**src/rtl/cnn_pkg.sv**
```systemverilog
// Shared CNN datapath types: default channel width, packed pixel word and the
// pooling-engine state encoding.
package cnn_pkg;
  localparam int DW_DEF = 16;
  localparam int CH_DEF = 8;

  typedef logic [CH_DEF*DW_DEF-1:0] pixel_t;
  typedef logic signed [DW_DEF-1:0] chan_t;

  typedef enum logic [1:0] {
    ST_IDLE  = 2'd0,
    ST_READ  = 2'd1,
    ST_DRAIN = 2'd2
  } state_t;
endpackage

```
**src/rtl/maxpool_cmp4.sv**
```systemverilog
// Signed maximum of one channel across a 2x2 pooling window.
module maxpool_cmp4
  import cnn_pkg::*;
#(
  parameter int DW = DW_DEF
) (
  input  logic signed [DW-1:0] a,
  input  logic signed [DW-1:0] b,
  input  logic signed [DW-1:0] c,
  input  logic signed [DW-1:0] d,
  output logic signed [DW-1:0] y
);
  logic signed [DW-1:0] m_top;
  logic signed [DW-1:0] m_bot;

  // Direct signed compares: no subtraction, so the most negative value is safe.
  always_comb begin
    m_top = (a > b) ? a : b;
    m_bot = (c > d) ? c : d;
    y     = (m_top > m_bot) ? m_top : m_bot;
  end
endmodule

```
**src/rtl/maxpool_layer_param.sv**
```systemverilog
// 2x2 stride-2 max pooling over a stored IMG_W x IMG_W feature map.
// Define MAXPOOL_RELU_EN to clamp negative pooled channels to zero.
module maxpool_layer_param
  import cnn_pkg::*;
#(
  parameter int IMG_W = 8,
  parameter int CH    = 8,
  parameter int DW    = DW_DEF
) (
  input  logic               clk,
  input  logic               rst,
  input  logic               start,
  output logic               rd_en,
  output logic [15:0]        rd_row,
  output logic [15:0]        rd_col,
  input  logic [CH*DW-1:0]   in_data,
  output logic               out_valid,
  output logic [15:0]        out_row,
  output logic [15:0]        out_col,
  output logic [CH*DW-1:0]   out_data,
  output logic               busy,
  output logic               done
);
  localparam int          PW   = CH * DW;
  localparam int          AW   = $clog2(IMG_W);
  localparam logic [15:0] LAST = 16'(IMG_W - 1);

  state_t state, state_nxt;

  logic          vld_p0;
  logic [15:0]   row_p0, col_p0;
  logic [PW-1:0] up_p0;
  logic [PW-1:0] prev_p1, diag_p1;
  logic [PW-1:0] pooled;
  logic          fire;
  logic [PW-1:0] linebuf [0:IMG_W-1];

  function automatic logic signed [DW-1:0] relu(input logic signed [DW-1:0] v);
`ifdef MAXPOOL_RELU_EN
    return v[DW-1] ? '0 : v;
`else
    return v;
`endif
  endfunction

  always_ff @(posedge clk or posedge rst) begin
    if (rst) state <= ST_IDLE;
    else     state <= state_nxt;
  end

  // Drain waits until the last pixel has left the compare stage.
  always_comb begin
    state_nxt = state;
    unique case (state)
      ST_IDLE:  if (start) state_nxt = ST_READ;
      ST_READ:  if (rd_row == LAST && rd_col == LAST) state_nxt = ST_DRAIN;
      ST_DRAIN: if (!vld_p0) state_nxt = ST_IDLE;
      default:  state_nxt = ST_IDLE;
    endcase
  end

  always_comb begin
    rd_en = (state == ST_READ);
    busy  = (state != ST_IDLE);
    done  = (state == ST_DRAIN) && !vld_p0;
  end

  always_ff @(posedge clk or posedge rst) begin
    if (rst) begin
      rd_row <= '0;
      rd_col <= '0;
    end else if (rd_en) begin
      if (rd_col == LAST) begin
        rd_col <= '0;
        rd_row <= (rd_row == LAST) ? '0 : rd_row + 16'd1;
      end else begin
        rd_col <= rd_col + 16'd1;
      end
    end
  end

  // ---- p0: pixel returned by memory, window assembled from line buffer ----
  assign up_p0 = linebuf[col_p0[AW-1:0]];
  assign fire  = vld_p0 && row_p0[0] && col_p0[0];

  for (genvar k = 0; k < CH; k++) begin : g_ch
    logic signed [DW-1:0] mx;
    maxpool_cmp4 #(.DW(DW)) u_cmp (
      .a (diag_p1[k*DW +: DW]),
      .b (up_p0[k*DW +: DW]),
      .c (prev_p1[k*DW +: DW]),
      .d (in_data[k*DW +: DW]),
      .y (mx)
    );
    assign pooled[k*DW +: DW] = relu(mx);
  end

  // diag captures the above-row value before this column is overwritten.
  always_ff @(posedge clk) begin
    row_p0 <= rd_row;
    col_p0 <= rd_col;
    if (vld_p0) begin
      linebuf[col_p0[AW-1:0]] <= in_data;
      prev_p1                 <= in_data;
      diag_p1                 <= up_p0;
    end
  end

  // ---- p1: registered pooled output ----
  always_ff @(posedge clk or posedge rst) begin
    if (rst) begin
      vld_p0    <= 1'b0;
      out_valid <= 1'b0;
      out_row   <= '0;
      out_col   <= '0;
      out_data  <= '0;
    end else begin
      vld_p0    <= rd_en;
      out_valid <= fire;
      if (fire) begin
        out_row  <= row_p0 >> 1;
        out_col  <= col_p0 >> 1;
        out_data <= pooled;
      end
    end
  end
endmodule
```
**config.mk**
```make
export PLATFORM = sky130hd
export DESIGN_NAME = maxpool_layer_param
export DESIGN_NICKNAME = d
export VERILOG_FILES = /design/src/rtl/cnn_pkg.sv /design/src/rtl/maxpool_cmp4.sv /design/src/rtl/maxpool_layer_param.sv
export SDC_FILE = /design/constraint.sdc
export NUM_CORES = 2
export LEC_CHECK = 0
export CAP_MARGIN = 15
export CORE_ASPECT_RATIO = 1.5
export CORE_MARGIN = 10
export CORE_UTILIZATION = 30
export CTS_CLUSTER_SIZE = 12
export DETAILED_ROUTE_END_ITERATION = 8
export REMOVE_ABC_BUFFERS = 1
export SYNTH_ARGS = -nofsm -noshare
export SYNTH_HDL_FRONTEND = slang
export SYNTH_SLANG_ARGS = --single-unit
```
**constraint.sdc**
```tcl
create_clock -name clk -period 17.7 [get_ports clk]
set_clock_uncertainty 0.2 [all_clocks]
set_input_delay 1.77 -clock clk [delete_from_list [all_inputs] [get_ports clk]]
set_output_delay 1.77 -clock clk [all_outputs]
set_load 0.05 [all_outputs]
```
Yosys cells after proc, flatten, opt, wreduce, memory -nomap -nowiden. Memories as Yosys holds them, arrays and structs flattened. A register that Yosys moved wholly into a read port is not among the register bits. Cells that the tools add are included. Widths: inputs -> output; s select.

Flip-flop bits (word level): 482. RAM bits: 1024. Output and inout bits: 196. Memories: 1.

Add/sub/neg operators: 2. Magnitude comparators: 24. Equality and inequality tests: 7. Multiplexer cells: 32. Reduce and logical (&&, ||, !) cells: 9.

Memories: linebuf (words 8, bits a word 128, rd ports 1, clocked after Yosys merged registers in 1, write ports 1, RTL line maxpool_layer_param.sv:36) `logic [PW-1:0] linebuf [0:IMG_W-1];`.

Operators by type and width (number): $mux 16 (26); $gt 16x16->1 (24); $add 16x1->16 const B (2); $eq 16x3->1 const B (2); $mux 2 (3); $pmux 2 s3 (1); $logic_and 1x1->1 (4); $ne 2x2->1 const B (2); $reduce_and 3->1 (1); $eq 2x1->1 const B (1); $eq 2x2->1 const B (1); $logic_not 2->1 (1); $mux 1 (2); $ne 2x1->1 const B (1); $reduce_and 2->1 (1); $reduce_bool 2->1 (1); $logic_not 1->1 (1).

Logic depth before layout (Yosys ltp).
Word-level depth: 4. Gate-level depth with buffers: 30. Mapped depth without buffers: 24.

Cells and area by module. From an unflattened synthesis, not the netlist that was laid out.

Cell total of the unflattened synthesis: 4446. Area total of the unflattened synthesis: 68914.8 um2.

By module, submodules not included: maxpool_layer_param (times used 1, cells an instance 2639, area an instance 54456.0 um2, sequential area each 43932.1 um2); maxpool_cmp4 (g_ch[0].u_cmp ...) (times used 7, cells an instance 226, area an instance 1801.7 um2, sequential area each 0.0 um2); maxpool_cmp4 (g_ch[2].u_cmp) (times used 1, cells an instance 225, area an instance 1846.8 um2, sequential area each 0.0 um2).

Worst setup path before layout. No wires, ideal clock.

Path kind: register -> register. Start point: register vld_p0. End point: memory linebuf[0][0] (netlist bit), enable pin. Data arrival time: 15.393 ns. Required time: 16.702 ns. Path slack: 1.309 ns. Cell stages (with the launch flop): 3. Buffers on the path: 0. Period minus slack after synthesis: 16.391 ns. Path through: dfrtp_1 -> nor2b_1 -> nor3b_1.

Cells in the longest elaborated chain, start to end: 2.

RTL lines: start, declared (RTL line maxpool_layer_param.sv:30) `logic vld_p0;`; start signal, assigned (RTL line maxpool_layer_param.sv:118) `vld_p0 <= rd_en;`; $mux 1 (RTL line maxpool_layer_param.sv:102) `if (vld_p0) begin`; $mux 1 (not written as such) (RTL line maxpool_layer_param.sv:103) `linebuf[col_p0[AW-1:0]] <= in_data;`; end, declared (RTL line maxpool_layer_param.sv:36).

Every way passes these cells.

==> impl_metrics.csv <==
group,metric,value,unit
sta,slew_violations,0,
yosys,yosys_warnings,0,
pwr,ir_worst_vdd,74.7,uV
yosys,synthTopCellsByArea,"edfxtp_1 56%, dfrtp_1 7.1%, ha_1 7.1%",
clock_tree,cts_buffers,160,
drt,vias,42800,
yosys,synth_area,68200,sq um
yosys,syn-mean-instance-area,13.9,sq um
clock_tree,clockRootBuffer,"clkbuf_16",
placed_design,dpl.hpwl,125,mm
sta,worst_pin_slew,1.17,ns
floorplan,coreArea,227000,sq um
pwr,switching_share,24.1,%
sta,tns,0,ns
yosys,synth.most_common_cell,"edfxtp_1",
global_routing,grt-ovfl-total,0,
clock_tree,clk_path_buf_depth,3,
worst_setup_path,path_max_fanout,59,
pwr,combPwrFrac,8.7,%
clock_tree,clk_pin_slew,0.06,ns
pwr,p_int,5.99,mW
drt,avgRoutedWirePerCell,23.3,microns
sta,fin_ws,9.11,ns
yosys,synth_largest_area_cell,"edfxtp_1",
placed_design,port_buffers,324,
global_routing,grt_usage,15.3,%
worst_setup_path,startpoint_type,"flop",
placed_design,place_area,74900,sq um
yosys,synth-async-reset-ratio,12.9,%
global_routing,antenna_found_initial,31,
worst_setup_path,crit_arrival,9.09,ns
yosys,ys_ff_latch,1506,
pwr,p_seq_share,50.4,%
sta,layout_min_cycle_time,8.59,ns
yosys,ys_types,85,
finish,final_area,79900,sq um
finish,stdcell_count,8391,
worst_setup_path,worstPathRequired,18.20,ns
floorplan,rows,214,
drt,detail_route.iter0.violations,2926,
clock_tree,clk_latency,0.81,ns
worst_setup_path,path_class,"flop to flop",
drt,wl,196,mm
pwr,p_switching,1.90,mW
drt,ant_nets,0,
finish,fin_nets,5761,
worst_hold_path,hp-class,"flop to flop",
yosys,synth-seq-area-share,64.4,%
job,cap_viol_max_count,0,
placed_design,placedCellCount,8106,
placed_design,gp_congestion,0.847,
sta,rsz0062_at_grt,"no",
yosys,synth_edf_count,1280,
floorplan,die_w,409,microns
yosys,synthFlopType,"edfxtp_1",
pwr,leakage,29.5,nW
yosys,synth_top_area_share,56.4,%
clock_tree,cts_max_level,4,
worst_setup_path,endpoint_kind,"flop",
drt,viasPerCell,5.11,
sta,max_clock_freq,116,MHz
clock_tree,clkSinkCount,1506,
yosys,netlist_instances,4905,
worst_setup_path,ff2ff_setup_slack,9.11,ns
run_status,outcome,"finished clean",
sta,hold_ws,0.207,ns
floorplan,io_pins,327,
clock_tree,cts_tree,"yes",
pwr,powerDensity,98.8,nW/um^2
floorplan,initial_core_util,30.1,%
floorplan,die_h,604,microns
finish,area_growth_syn_to_layout,17.1,%
clock_tree,cts_resized,0,
global_routing,grt_pass1_wl,289,mm
placed_design,dp_slack,9.23,ns
drt,drc,0,
global_routing,grt_max_degree,146,
finish,drive_above_1_share,11.2,%
floorplan,dieArea,247000,sq um
drt,drt_pass1_iterations,5,
sta,slew_headroom,21.6,%
sta,hold_viol_final,0,
sta,finalCritPeriodShare,48.5,%
global_routing,grt_pass1_vias,44100,
sta,setup_viol,0,
clock_tree,postCtsSetupRepairBufs,0,
yosys,ys_top_cells_by_count,"1280 x edfxtp_1, 386 x ha_1, 344 x nand2_1",
pwr,p_clk_share,40.8,%
clock_tree,ctsHoldBuffers,0,
-- path summary, 6_finish.rpt --
| check | start | endpoint | cells past startpoint |
|---|---|---|---|
| setup / recovery | col_p0[0]$_DFF_P_ | out_data[64]$_DFFE_PP0P_ | 22 |
| hold / removal | col_p0[12]$_DFF_P_ | out_col[11]$_DFFE_PP0P_ | 2 |
| setup reg to reg | col_p0[0]$_DFF_P_ | out_data[64]$_DFFE_PP0P_ | 22 |
| hold reg to reg | col_p0[12]$_DFF_P_ | out_col[11]$_DFFE_PP0P_ | 2 |
| max in group asynchronous | rst | out_data[120]$_DFFE_PP0P_ | 3 |
| min in group asynchronous | rst | out_row[12]$_DFFE_PP0P_ | 2 |
-- power by group through the flow --
stage | clock, mW | combinational [mW] | sequential (mW)
6_report | 3.22 | 0.690 | 3.98
2_1_floorplan | 0 | 0.243 | 4.19
3_5_place_dp | 0 | 0.697 | 4.05
5_1_grt | 3.43 | 0.750 | 3.99
4_1_cts | 3.29 | 0.700 | 3.98
3_3_place_gp | 0 | 0.688 | 4.05
-- sequential cells by signal, indices dropped and copies added (netlist names), 16 cells and up --
name,flops
col_p0,16
diag_p1,128
linebuf,1024
out_data,128
prev_p1,128
rd_col,16
rd_row,16
row_p0,16
-- per-stage QoR --
| step | util, % | power, mW |
|---|---|---|
| after global routing | 35.3 | 8.17 |
| after global placement | 33.1 | 4.74 |
| after detailed placement | 33.1 | 4.75 |
| final | 35.3 | 7.89 |
| after floorplan | - | 4.44 |
| after CTS | 35.3 | 7.97 |
-- cell families after synthesis --
logic type / Yosys count / synth area share [%]
XOR/XNOR: 27 / 0.347
buffers and inverters: 556 / 3.42
AO/OA/AOI/OAI: 997 / 10.1
multiplexers: 561 / 8.77
AND/OR/NAND/NOR: 871 / 5.83
other: 1 / 0.00550
flip-flops: 1506 / 64.4
adder cells (fa/ha/maj): 386 / 7.08
-- area by class of cell --
class	count	area (sq um)
repair buffers	398	3860
diodes	5	12.5
multi-input cells	2844	22100
fillers	21900	147000
inverters	334	1260
clock buffers	214	4320
flip-flops and latches	1506	43900
clock inverters	66	618
well taps	3024	3780
-- cell usage in the layout (no fill, tap or decap), types with 26 or more instances in the layout --
cell,n
clkdlybuf4s50_1,324
buf_4,69
a211oi_1,32
ha_1,386
edfxtp_1,1280
a21oi_1,240
mux2i_1,295
nor2_1,237
a22o_1,29
clkbuf_16,163
mux2_2,260
o211ai_1,49
inv_1,330
a22oi_1,146
nand4_1,75
nand2_1,344
clkinv_1,33
dfrtp_1,193
a21o_1,48
nor2b_1,26
nand3_1,53
o21ai_0,122
o221ai_1,71
a221o_1,29
dfxtp_1,29
nor3_1,26
o22ai_1,36
a221oi_1,83
clkbuf_1,46
-- worst max-delay path: stages (launching register included) --
cell       delay [ns]
dfxtp_4          0.79
buf_4            0.68
nor2b_4          0.98
nand2_1          0.13
o21ai_0          0.12
a221o_1          0.23
inv_1            0.06
ha_1             0.30
nand4_1          0.15
nor4_1           0.41
a21boi_1         0.26
or4_1            0.13
a22o_1           0.61
mux2_2           0.44
ha_1             0.32
and4_1           0.25
nand2_1          0.08
a2111oi_0        0.44
a311oi_1         0.12
mux2i_1          0.17
nor2_1           0.85
mux2_2           0.42
o21ai_0          0.14
-- routing by layer --
metal	GRT usage, %	vias up	part of all wire, %
met5	0	-	0.10
met2	26.1	1212	49
met1	19.3	21900	42
met4	3.97	30	2.2
met3	3.96	317	7.2
li1	-	19400	-
Power figures use the tool's default switching activity.
